File: src/rtl/mdu_sequencer_pkg.sv
// Shared constants for the multiply/divide sequencer: ALU op codes,
// FSM state encodings and MDU operation selects.
package mdu_sequencer_pkg;

  localparam logic [3:0] ALU_ADD = 4'b0011;
  localparam logic [3:0] ALU_SUB = 4'b0100;

  localparam logic [1:0] ST_IDLE = 2'd0;
  localparam logic [1:0] ST_RUN  = 2'd1;
  localparam logic [1:0] ST_DONE = 2'd2;

  localparam logic OP_MULTU = 1'b0;
  localparam logic OP_DIVU  = 1'b1;

endpackage

File: src/rtl/mdu_sequencer_if.sv
// MDU bus: start/operands, MTHI/MTLO writes, shared-ALU link, status, HI/LO.
// master = EX stage / ALU side, slave = mdu_sequencer.
interface mdu_sequencer_if #(
  parameter int NB_REG       = 32,
  parameter int NB_ALU_CTRLI = 4
);

  logic                    i_start;
  logic                    i_op;
  logic [NB_REG-1:0]       i_rs;
  logic [NB_REG-1:0]       i_rt;
  logic                    i_wr_hi;
  logic                    i_wr_lo;
  logic [NB_REG-1:0]       i_wr_data;
  logic [NB_REG-1:0]       i_alu_result;
  logic [NB_REG-1:0]       o_alu_a;
  logic [NB_REG-1:0]       o_alu_b;
  logic [NB_ALU_CTRLI-1:0] o_alu_op;
  logic                    o_busy;
  logic                    o_done;
  logic [NB_REG-1:0]       o_hi;
  logic [NB_REG-1:0]       o_lo;

  modport master (
    output i_start, i_op, i_rs, i_rt,
    output i_wr_hi, i_wr_lo, i_wr_data,
    output i_alu_result,
    input  o_alu_a, o_alu_b, o_alu_op,
    input  o_busy, o_done, o_hi, o_lo
  );

  modport slave (
    input  i_start, i_op, i_rs, i_rt,
    input  i_wr_hi, i_wr_lo, i_wr_data,
    input  i_alu_result,
    output o_alu_a, o_alu_b, o_alu_op,
    output o_busy, o_done, o_hi, o_lo
  );

endinterface

File: src/rtl/mdu_sequencer_step.sv
// One MULTU/DIVU iteration: ALU operands in, next {HI, LO} out.
// Ports: op, hi, lo, m, alu_result in; alu_a/b/op, hi_nxt, lo_nxt out.
module mdu_sequencer_step
  import mdu_sequencer_pkg::*;
#(
  parameter int NB_REG       = 32,
  parameter int NB_ALU_CTRLI = 4
) (
  input  logic                    op,
  input  logic [NB_REG-1:0]       hi,
  input  logic [NB_REG-1:0]       lo,
  input  logic [NB_REG-1:0]       m,
  input  logic [NB_REG-1:0]       alu_result,
  output logic [NB_REG-1:0]       alu_a,
  output logic [NB_REG-1:0]       alu_b,
  output logic [NB_ALU_CTRLI-1:0] alu_op,
  output logic [NB_REG-1:0]       hi_nxt,
  output logic [NB_REG-1:0]       lo_nxt
);

  logic [NB_REG-1:0] rem;
  logic              ok;
  logic              carry;

  always_comb begin
    // Shifted partial remainder; the bit shifted out of HI
    // forces the subtract when it is set.
    rem   = {hi[NB_REG-2:0], lo[NB_REG-1]};
    ok    = hi[NB_REG-1] | ~(rem < m);
    // Add wrapped iff the sum is below an operand.
    carry = alu_result < hi;
    if (op == OP_DIVU) begin
      alu_op = ALU_SUB;
      alu_a  = rem;
      alu_b  = m;
      hi_nxt = ok ? alu_result : rem;
      lo_nxt = {lo[NB_REG-2:0], ok};
    end else begin
      alu_op = ALU_ADD;
      alu_a  = hi;
      alu_b  = lo[0] ? m : '0;
      hi_nxt = {carry, alu_result[NB_REG-1:1]};
      lo_nxt = {alu_result[0], lo[NB_REG-1:1]};
    end
  end

endmodule

File: src/rtl/mdu_sequencer.sv
// Multi-cycle MULTU/DIVU sequencer owning HI/LO, driving the shared ALU.
// Ports: i_clock, i_reset (async, high); bus = mdu_sequencer_if.slave.
module mdu_sequencer
  import mdu_sequencer_pkg::*;
#(
  parameter int NB_REG       = 32,
  parameter int NB_ALU_CTRLI = 4,
  parameter int NB_CNT       = 5
) (
  input  logic         i_clock,
  input  logic         i_reset,
  mdu_sequencer_if.slave bus
);

  logic [1:0]              state;
  logic [NB_REG-1:0]       hi;
  logic [NB_REG-1:0]       lo;
  logic [NB_REG-1:0]       m;
  logic [NB_CNT-1:0]       cnt;
  logic                    op;
  logic [NB_REG-1:0]       step_a;
  logic [NB_REG-1:0]       step_b;
  logic [NB_ALU_CTRLI-1:0] step_op;
  logic [NB_REG-1:0]       hi_nxt;
  logic [NB_REG-1:0]       lo_nxt;
  logic                    run;

  mdu_sequencer_step #(
    .NB_REG       (NB_REG),
    .NB_ALU_CTRLI (NB_ALU_CTRLI)
  ) u_step (
    .op         (op),
    .hi         (hi),
    .lo         (lo),
    .m          (m),
    .alu_result (bus.i_alu_result),
    .alu_a      (step_a),
    .alu_b      (step_b),
    .alu_op     (step_op),
    .hi_nxt     (hi_nxt),
    .lo_nxt     (lo_nxt)
  );

  assign run = (state == ST_RUN);

  always_ff @(posedge i_clock or posedge i_reset) begin
    if (i_reset) begin
      state <= ST_IDLE;
      hi    <= '0;
      lo    <= '0;
      m     <= '0;
      cnt   <= '0;
      op    <= OP_MULTU;
    end else begin
      unique case (state)
        ST_IDLE: begin
          if (bus.i_start) begin
            m     <= bus.i_rt;
            op    <= bus.i_op;
            hi    <= '0;
            lo    <= bus.i_rs;
            cnt   <= '0;
            state <= ST_RUN;
          end else begin
            if (bus.i_wr_hi) hi <= bus.i_wr_data;
            if (bus.i_wr_lo) lo <= bus.i_wr_data;
          end
        end
        ST_RUN: begin
          hi  <= hi_nxt;
          lo  <= lo_nxt;
          cnt <= cnt + 1'b1;
          if (cnt == '1) state <= ST_DONE;
        end
        ST_DONE: state <= ST_IDLE;
        default: state <= ST_IDLE;
      endcase
    end
  end

  assign bus.o_alu_a  = run ? step_a : '0;
  assign bus.o_alu_b  = run ? step_b : '0;
  assign bus.o_alu_op = run ? step_op : ALU_ADD;
  assign bus.o_busy   = (state != ST_IDLE);
  assign bus.o_done   = (state == ST_DONE);
  assign bus.o_hi     = hi;
  assign bus.o_lo     = lo;

endmodule

File: src/flat_wrapper.sv
// flat-port wrapper written by rule: the top's interface ports become plain ports
module mdu_sequencer_flat import mdu_sequencer_pkg::*;
#(
  parameter int NB_REG       = 32,
  parameter int NB_ALU_CTRLI = 4,
  parameter int NB_CNT       = 5
)
  (i_clock, i_reset, bus_i_start, bus_i_op, bus_i_rs, bus_i_rt, bus_i_wr_hi, bus_i_wr_lo, bus_i_wr_data, bus_i_alu_result, bus_o_alu_a, bus_o_alu_b, bus_o_alu_op, bus_o_busy, bus_o_done, bus_o_hi, bus_o_lo);
  mdu_sequencer_if #(.NB_REG(NB_REG), .NB_ALU_CTRLI(NB_ALU_CTRLI)) bus_i ();
  input  logic i_clock;
  input  logic i_reset;
  input wire logic [$bits(bus_i.i_start)-1:0] bus_i_start;
  input wire logic [$bits(bus_i.i_op)-1:0] bus_i_op;
  input wire logic [$bits(bus_i.i_rs)-1:0] bus_i_rs;
  input wire logic [$bits(bus_i.i_rt)-1:0] bus_i_rt;
  input wire logic [$bits(bus_i.i_wr_hi)-1:0] bus_i_wr_hi;
  input wire logic [$bits(bus_i.i_wr_lo)-1:0] bus_i_wr_lo;
  input wire logic [$bits(bus_i.i_wr_data)-1:0] bus_i_wr_data;
  input wire logic [$bits(bus_i.i_alu_result)-1:0] bus_i_alu_result;
  output wire logic [$bits(bus_i.o_alu_a)-1:0] bus_o_alu_a;
  output wire logic [$bits(bus_i.o_alu_b)-1:0] bus_o_alu_b;
  output wire logic [$bits(bus_i.o_alu_op)-1:0] bus_o_alu_op;
  output wire logic [$bits(bus_i.o_busy)-1:0] bus_o_busy;
  output wire logic [$bits(bus_i.o_done)-1:0] bus_o_done;
  output wire logic [$bits(bus_i.o_hi)-1:0] bus_o_hi;
  output wire logic [$bits(bus_i.o_lo)-1:0] bus_o_lo;
  assign bus_i.i_start = bus_i_start;
  assign bus_i.i_op = bus_i_op;
  assign bus_i.i_rs = bus_i_rs;
  assign bus_i.i_rt = bus_i_rt;
  assign bus_i.i_wr_hi = bus_i_wr_hi;
  assign bus_i.i_wr_lo = bus_i_wr_lo;
  assign bus_i.i_wr_data = bus_i_wr_data;
  assign bus_i.i_alu_result = bus_i_alu_result;
  assign bus_o_alu_a = bus_i.o_alu_a;
  assign bus_o_alu_b = bus_i.o_alu_b;
  assign bus_o_alu_op = bus_i.o_alu_op;
  assign bus_o_busy = bus_i.o_busy;
  assign bus_o_done = bus_i.o_done;
  assign bus_o_hi = bus_i.o_hi;
  assign bus_o_lo = bus_i.o_lo;
  mdu_sequencer #(.NB_REG(NB_REG), .NB_ALU_CTRLI(NB_ALU_CTRLI), .NB_CNT(NB_CNT)) u_core (.i_clock(i_clock), .i_reset(i_reset), .bus(bus_i));
endmodule
File: config.mk
export PLATFORM = sky130hd
export DESIGN_NAME = mdu_sequencer_flat
export DESIGN_NICKNAME = d
export VERILOG_FILES = /design/src/rtl/mdu_sequencer_pkg.sv /design/src/rtl/mdu_sequencer_if.sv /design/src/rtl/mdu_sequencer_step.sv /design/src/rtl/mdu_sequencer.sv /design/src/flat_wrapper.sv
export SDC_FILE = /design/constraint.sdc
export NUM_CORES = 1
export LEC_CHECK = 0
export CORE_MARGIN = 4
export CORE_UTILIZATION = 41
export DETAILED_ROUTE_END_ITERATION = 6
export PLACE_DENSITY = 0.72
export SYNTH_ARGS = -nofsm -noshare
export SYNTH_HDL_FRONTEND = slang
export SYNTH_SLANG_ARGS = --single-unit
File: constraint.sdc
create_clock -name i_clock -period 4.1 [get_ports i_clock]
set_input_delay 0.615 -clock i_clock [delete_from_list [all_inputs] [get_ports i_clock]]
set_output_delay 0.615 -clock i_clock [all_outputs]
set_load 0.005 [all_outputs]
==> run summary <==
FP Rows -> 51
first-pass GRT wire length -> 44.28 mm
clock slew at reported path FFs -> 0.07 ns
largest net degree at the start of global routing -> 68
crit path time final -> 3.111 ns
register bit total from synthesis -> 104
multiplexer area fraction after synthesis -> 0.08312
post-synthesis xor/xnor area fraction -> 0.001064
final instance area -> 11420 µm²
average instance area after synthesis -> 8.622 µm²
TritonCTS clock tree -> yes
VDD IR max -> 397.4 µV
area post-placement -> 11100 µm²
clock latency on the worst-skew pair -> 0.35 ns
post-CTS resize count -> 0
startpoint types -> flip-flop
drt drc -> 0
Netlist cell types -> 41
Synth Area in Compound Gates -> 0.2842
worst-path maximum fanout -> 50
Crit Path Class -> flip-flop to primary output
First DRT Iteration DRCs -> 421
pwr dens -> 855.4 nW/µm²
Tcrit/Tclk final -> 0.7587
routed via count -> 8174
Root Buffer -> clkbuf_16
total routed wirelength -> 28.76 mm
HP Class -> flip-flop to flip-flop
GRT Resource Usage Total -> 0.2503
antenna violations before repair -> 3
Worst Setup End Kind -> primary output
fmax -> 0.3215 GHz
Final Max Slew Viols -> 0
Die Y -> 149.7 µm
TritonCTS Buffers -> 9
WP data required -> 3.48 ns
clk_skew -> 0.008682 ns
Synth Area in Simple Gates -> 0.1448
Synth top area share -> 0.3161
Worst Max-Slew Pin Slew -> 1.052 ns
syn nets -> 1153
number of synthesized flops with an enable pin -> 0
Syn Inst Count -> 955
cts-stage hold buffer count -> 0
RSZ-0062 raised after global routing -> no
io pins -> 268
CTS Sinks -> 104
Seq/Total Area, Yosys -> 0.3161
Cell Area, Synth -> 8234 µm²
port bufs -> 266
gr ovfl total -> 0
Filler cells -> 1799
ANT nets after route -> 0
number of H-tree levels -> 3
Post-CTS Setup Inserts -> 0
DP HPWL -> 21.18 mm
die area -> 22410 µm²
Clock Path Buffers -> 2
1st-pass router iterations -> 4
Synth Flop Type -> dfrtp_1
Die X -> 149.7 µm
Adder-Cell Fraction of Synth Area -> 0.09725
final setup violating endpoints -> 0
status -> finished, final reports clean
Setup TNS -> 0 ns
CP arrival -> 2.50 ns
vias in the first global route -> 7802
initial core utilization -> 0.4203
Pleak -> 5.098 nW
normalized max-slew margin -> 0.2990
cell taking the most area after synthesis -> dfrtp_1
Vias/cell -> 5.669
max cap viols -> 0
nets -> 1367
main combinational cell family by area after synthesis -> compound AO/OA/AOI/OAI gates
share of cells above drive strength 1 -> 0.06814
Hold Fails Final Rpt -> 0
Synth area leaders -> dfrtp_1 32%, ha_1 9.7%, mux2i_1 7.9%
GP Congestion -> 0.8491
Yosys Warn Count -> 0
drt wl/cell -> 19.94 µm
Core Area -> 19590 µm²
FFs w/ async S/R, synth -> 1.000
Area Overhead vs Synth -> 38.72%
worst max-delay path, stage by stage, from the launching register on:
cell,delay [ns]
dfrtp_4,0.95
buf_12,0.34
mux2i_1,0.12
nor2_1,0.17
clkdlybuf4s50_1,0.54
cell usage in the layout (no fill, tap or decap), types with 4 or more instances in the layout:
cell type	instances
a211oi_1	69
a21o_1	65
a21oi_1	27
a22o_1	33
buf_4	15
clkbuf_16	9
clkdlybuf4s50_1	265
dfrtp_1	103
ha_1	64
inv_1	66
mux2i_1	65
nand2_1	55
nand3_1	30
nand4_1	8
nor2_1	74
nor2b_1	34
nor3_1	37
o211ai_2	28
o21ai_0	47
o21ai_1	4
o22ai_1	30
metrics by stage:
step | total power [W] | hold WS (ns) | util | setup slack, ns | instances
final | 0.009770 | 0.5228 | 0.5831 | 0.9893 | 1442
after global routing | 0.01058 | 0.5374 | 0.5831 | 0.8692 | 1442
after CTS | 0.009829 | 0.5240 | 0.5827 | 0.9761 | 1439
after detailed placement | 0.008844 | 0.5056 | 0.5666 | 1.045 | 1423
after global placement | 0.008714 | 0.4951 | 0.5666 | 1.078 | 1423
after floorplan | 0.005952 | 0.4798 | - | 0.7528 | 955
per-layer routing:
| metal | vias to the layer above | wire, µm | part of all wire | global-route usage |
|---|---|---|---|---|
| li1 | 3904 | - | - | - |
| met1 | 3927 | 13340 | 0.46 | 0.3682 |
| met2 | 313 | 12840 | 0.45 | 0.3767 |
| met3 | 30 | 2003 | 0.070 | 0.04543 |
| met4 | 0 | 571 | 0.020 | 0.07136 |
| met5 | - | 0 | 0 | 0 |
worst paths after layout:
path                                     startpoint             endpoint  slack (ns)  cells past startpoint
max in group asynchronous                   i_reset  u_core.bus.o_lo[18]        2.48                      3
worst min register to register        u_core.cnt[4]        u_core.cnt[4]        0.52                      1
min in group asynchronous                   i_reset          u_core.m[4]        0.73                      2
worst min-delay path                  u_core.cnt[4]        u_core.cnt[4]        0.52                      1
worst max-delay path                      u_core.op      bus_o_alu_a[16]        0.99                      4
worst max register to register  u_core.bus.o_hi[26]   u_core.bus.o_hi[0]        1.02                      9
power breakdown:
part | switching (W) | internal [W] | total [W] | leakage [nW]
Clock | 0.000428 | 0.000514 | 0.000942 | 0.157
Sequential | 0.000752 | 0.00158 | 0.00233 | 1.21
Combinational | 0.00303 | 0.00347 | 0.00650 | 3.73
Total | 0.00421 | 0.00556 | 0.00977 | 5.10
cell families after synthesis:
family,count (synthesis)
XOR/XNOR,1
AND/OR/NAND/NOR,255
flip-flops,104
buffers and inverters,148
adder cells (fa/ha/maj),64
other,1
AO/OA/AOI/OAI,314
multiplexers,68
flip-flops by register name, indices dropped and copies added (netlist names):
signal	count
u_core.bus.o_hi	32
u_core.bus.o_lo	32
u_core.m	32
u_core.cnt	5
u_core.state	2
u_core.op	1
cell type report:
cell class	count	area, µm²	area share
diodes	3	7.507	0.0006572
clock buffers	11	252.7	0.02213
clock inverters	5	61.31	0.005368
inverters	67	254.0	0.02224
multi-input cells	703	5079	0.4446
flip-flops and latches	104	2606	0.2282
well taps	265	331.6	0.02903
repair buffers	284	2830	0.2478
synth_stat cells (3+ instances only):
cell type	instances
nand3_1	30
buf_6	4
nor3b_1	3
a211oi_1	69
inv_1	67
o21ai_1	4
mux2_2	3
ha_1	64
nand4_1	8
a22o_1	33
dfrtp_1	104
buf_1	16
nor2b_1	35
o211ai_2	28
clkbuf_1	52
nor3_1	37
nand2_1	55
nor2_1	76
a21o_1	65
a21oi_1	27
o211ai_1	3
buf_2	7
o22ai_1	30
o21ai_0	47
mux2i_1	65
Power figures use the tool's default switching activity.
==> edit 1: new RTL, config.mk and constraints unchanged <==
Reset style: synchronous (`i_reset`), changed in one clocked block. Comments in the files are not updated.
--- a/src/rtl/mdu_sequencer.sv
+++ b/src/rtl/mdu_sequencer.sv
@@ -43,7 +43,7 @@
 
   assign run = (state == ST_RUN);
 
-  always_ff @(posedge i_clock or posedge i_reset) begin
+  always_ff @(posedge i_clock) begin
     if (i_reset) begin
       state <= ST_IDLE;
       hi    <= '0;
Behaviour: differs if i_reset is asserted again (counterexample within 4 cycles, from zero or initial values and one cycle with i_reset high); with i_reset held inactive, the same outputs for 4 cycles.
==> edit 1 against the original RTL <==
Count of clock-buffer cells in the layout is the same; hold slack worse by 68 ps; cell count up 5.3%; routed wire length rose by 0.78%; sequential cell count unchanged; cell area shrank 2.6%; setup slack better by 70 ps; non-clock buffer count up 4; synthesized area decreased by 2.8%.
Power is not compared: it rests on default switching activity, and its combinational part moved more than twofold at a synthesized area within 25%.
==> edit 1: results <==
{
  "run_status": "finished, final reports clean",
  "grt_antenna_before_repair": 3,
  "drt-initial-drc-count": 469,
  "critical_path.endpoint": "u_core.bus.o_hi[1]",
  "yosys-top-cells-count": "a21oi_1, nor2_1, dfxtp_1",
  "min_delay_path_depth": 2,
  "postCtsSetupBuffers": 0,
  "synth-seq-area-share_pct": 26.02,
  "dp_slack_ps": 757.4,
  "drt-vias-per-instance": 5.648,
  "hold_start": "u_core.m[15]",
  "timing.critical_path.slowest_cell_delay_ps": 460,
  "finalNetCount": 1452,
  "cts-resized-gates": 0,
  "fin_hold_ws_ps": 455.2,
  "globalplace.congestion": 0.9197,
  "grt.met1_usage_pct": 33.38,
  "slew-limit-headroom_pct": 39.89,
  "maximum_number_of_pins_on_one_net_before_global_route_repair": 81,
  "yosys-top-cells-area": "dfxtp_1, ha_1, mux2i_1",
  "yosys_warnings": 0,
  "critPathArrivalTime_ps": 3260,
  "synth_most_common_cell": "a21oi_1",
  "critPathMaxFanout": 13,
  "critical-path-top-delay-family": "compound AO/OA/AOI/OAI gates",
  "routed.top_layer": "met5",
  "place.detailed.hpwl_um": 21510,
  "synth.avg_cell_area_um2": 7.636,
  "synth_nets": 1246,
  "worst_r2r_path_depth": 8,
  "met2WireLength_um": 14120,
  "timing.rr.start": "u_core.bus.o_hi[26]",
  "grt_util_all_layers_pct": 25.73,
  "grt_pass1_vias": 8494,
  "synth_top_flop_cell": "dfxtp_1",
  "drtPass1Iterations": 5,
  "postSynth.asyncResetShare_pct": 0,
  "grt_use_met2_pct": 43.70,
  "met1_length_um": 12530,
  "irDropWorstVdd_v": 0.0001894,
  "dr_wl_met3_um": 1626,
  "groute.layer.met3.usage_pct": 5.426,
  "p_comb_uw": 1130,
  "grt_first_pass_wirelength_um": 45750,
  "global_route_congestion_overflow_total": 0,
  "cts_inserted_buffers": 9,
  "final_setup_skew_ps": 4.755,
  "final_layout_size_suffix_gt1_share_pct": 6.593,
  "hold_path_end": "u_core.m[15]",
  "placed_cell_area_um2": 10810,
  "diodes": 0,
  "route.vias.total": 8580,
  "drt-total-wl_um": 28980,
  "r2r_setup_slack_ps": 1060,
  "synthDistinctLibCells": 54,
  "cp_slowest_cell": "dfxtp_1",
  "cts_hold_repair.buffers": 0,
  "finalWorstPathRequiredPeriod_ps": 3040
}
edit 1: cell count changes after synthesis, moves of 25 or more:
cell      change
a21o_1       -51
a21oi_1      +93
a22o_1       -33
dfrtp_1     -104
dfxtp_1     +104
nand2_1      +25
nor2_1       +31
nor2b_1      -29
o211ai_2     -28
o22ai_1      -29
edit 1: layout make-up:
cell class / count / area [um^2]
clock buffer: 11 / 242.7
multi-input combinational: 783 / 5308
clock inverter: 5 / 80.08
inverter: 68 / 255.2
timing repair buffer: 288 / 2833
sequential: 104 / 2086
fill: 1778 / 7826
tap: 260 / 325.3
edit 1: logic make-up (layout without fill, tap and decap cells):
kind of cell    Yosys count  count (layout)  synth area share [%]
fa+ha+maj                64              64                 10.01
simple gates            313             313                 18.00
flops                   104             104                 26.02
other cells               1               1               0.04686
buf+inv                 161             372                 8.005
mux                      64              64                 8.036
compound gates          341             341                 29.89
==> edit 2: new RTL, same settings <==
Made on the original files. `NB_ALU_CTRLI` is set to 4 in 4 places; all go to 3.
--- a/src/rtl/mdu_sequencer_if.sv
+++ b/src/rtl/mdu_sequencer_if.sv
@@ -2,7 +2,7 @@
 // master = EX stage / ALU side, slave = mdu_sequencer.
 interface mdu_sequencer_if #(
   parameter int NB_REG       = 32,
-  parameter int NB_ALU_CTRLI = 4
+  parameter int NB_ALU_CTRLI = 3
 );
 
   logic                    i_start;
--- a/src/rtl/mdu_sequencer_step.sv
+++ b/src/rtl/mdu_sequencer_step.sv
@@ -4,7 +4,7 @@
   import mdu_sequencer_pkg::*;
 #(
   parameter int NB_REG       = 32,
-  parameter int NB_ALU_CTRLI = 4
+  parameter int NB_ALU_CTRLI = 3
 ) (
   input  logic                    op,
   input  logic [NB_REG-1:0]       hi,
--- a/src/rtl/mdu_sequencer.sv
+++ b/src/rtl/mdu_sequencer.sv
@@ -4,7 +4,7 @@
   import mdu_sequencer_pkg::*;
 #(
   parameter int NB_REG       = 32,
-  parameter int NB_ALU_CTRLI = 4,
+  parameter int NB_ALU_CTRLI = 3,
   parameter int NB_CNT       = 5
 ) (
   input  logic         i_clock,
--- a/src/flat_wrapper.sv
+++ b/src/flat_wrapper.sv
@@ -2,7 +2,7 @@
 module mdu_sequencer_flat import mdu_sequencer_pkg::*;
 #(
   parameter int NB_REG       = 32,
-  parameter int NB_ALU_CTRLI = 4,
+  parameter int NB_ALU_CTRLI = 3,
   parameter int NB_CNT       = 5
 )
   (i_clock, i_reset, bus_i_start, bus_i_op, bus_i_rs, bus_i_rt, bus_i_wr_hi, bus_i_wr_lo, bus_i_wr_data, bus_i_alu_result, bus_o_alu_a, bus_o_alu_b, bus_o_alu_op, bus_o_busy, bus_o_done, bus_o_hi, bus_o_lo);
Interface: changed (resized bus_o_alu_op); port bits go from 268 to 267. The function was not compared with the original's and may differ.
==> edit 2 against the original RTL <==
Critical path depth is the same; non-clock buffer count rose by 1; synthesized area down 0.14%; clock skew increased by 1.5 ps; setup slack worse by 55 ps; power rose by 0.67%; via count is 0.23% higher; utilization is essentially flat; routed wire length hardly changed; cell area about the same; sequential power decreased by 2%; hold slack worse by 3.2 ps; sequential cell count unchanged.
==> edit 2: results <==
{
  "run_status": "finished, final reports clean",
  "drt-initial-drc-count": 531,
  "adder_cell_share_of_the_synthesized_area_pct": 9.738,
  "timing.critical_path.slowest_cell_delay_ps": 550,
  "met2WireLength_um": 12820,
  "critPathMaxFanout": 39,
  "postLayoutCellArea_um2": 11430,
  "pin_slew_with_the_least_headroom_to_its_limit_ps": 1066,
  "htree_num_levels": 3,
  "groute.layer.met3.usage_pct": 4.785,
  "non_clock_buffer_count": 285,
  "area_share_nonclk_buffers_pct": 24.72,
  "drt-vias-per-instance": 5.686,
  "globalplace.congestion": 0.8675,
  "grt_use_met2_pct": 39.14,
  "critPathArrivalTime_ps": 2550,
  "met1_length_um": 13410,
  "dr_wl_met3_um": 2107,
  "synth.mux.area_fraction_pct": 8.323,
  "place.detailed.hpwl_um": 21480,
  "dp_slack_ps": 1257,
  "synth.avg_cell_area_um2": 8.628,
  "grt_util_all_layers_pct": 25.45,
  "diodes": 2,
  "grt_pass1_vias": 8095,
  "routed.top_layer": "met5",
  "multi_input_area_um2": 5075,
  "layout.cells.non_filler": 1441,
  "dieWidth_um": 149.6,
  "cp_slowest_cell": "nand2b_2",
  "clock_tree_area_fraction_pct": 2.901,
  "final_layout_size_suffix_gt1_share_pct": 6.899,
  "synth_xor_xnor_area_share_pct": 0.1065,
  "synth-seq-area-share_pct": 31.65,
  "grt_first_pass_wirelength_um": 45240,
  "irDropWorstVdd_v": 0.0004342,
  "leakage_uw": 0.005103,
  "synthDistinctLibCells": 40,
  "multiInputCombCellCount": 702,
  "final_setup_skew_ps": 10.15,
  "grt.met1_usage_pct": 36.80,
  "critical-path-top-delay-family": "buffers and inverters",
  "routedWlPerCell_um": 19.97,
  "yosys-top-cells-area": "dfrtp_1, ha_1, mux2i_1",
  "seq-cell-share_pct": 22.80,
  "postSynth.asyncResetShare_pct": 100.0,
  "drtPass1Iterations": 5
}
==> edit 2: path summary, 6_finish.rpt <==
path	endpoint	depth (start not counted)	from	slack, ps
min in group asynchronous	u_core.m[3]	2	i_reset	760
setup reg to reg	u_core.bus.o_hi[29]	8	u_core.bus.o_hi[1]	1230
setup / recovery	bus_o_alu_b[9]	4	u_core.state[1]	930
hold reg to reg	u_core.cnt[4]	1	u_core.cnt[4]	520
max in group asynchronous	u_core.bus.o_hi[29]	3	i_reset	2440
hold / removal	u_core.cnt[4]	1	u_core.cnt[4]	520
==> edit 2: logic make-up after synthesis <==
kind of cell | count (synthesis)
and+or+nand+nor | 255
muxes | 68
xor gates and xnor gates | 1
AOI/OAI and AO/OA | 314
buffers and inverters | 147
DFF | 104
adders and majority gates | 64
==> edit 2: report_power, final <==
group          total (uW)  switching [uW]  internal (uW)
clock                 980             411            569
combinational        6580            3120           3460
sequential           2280             700           1580
total                9840            4230           5610
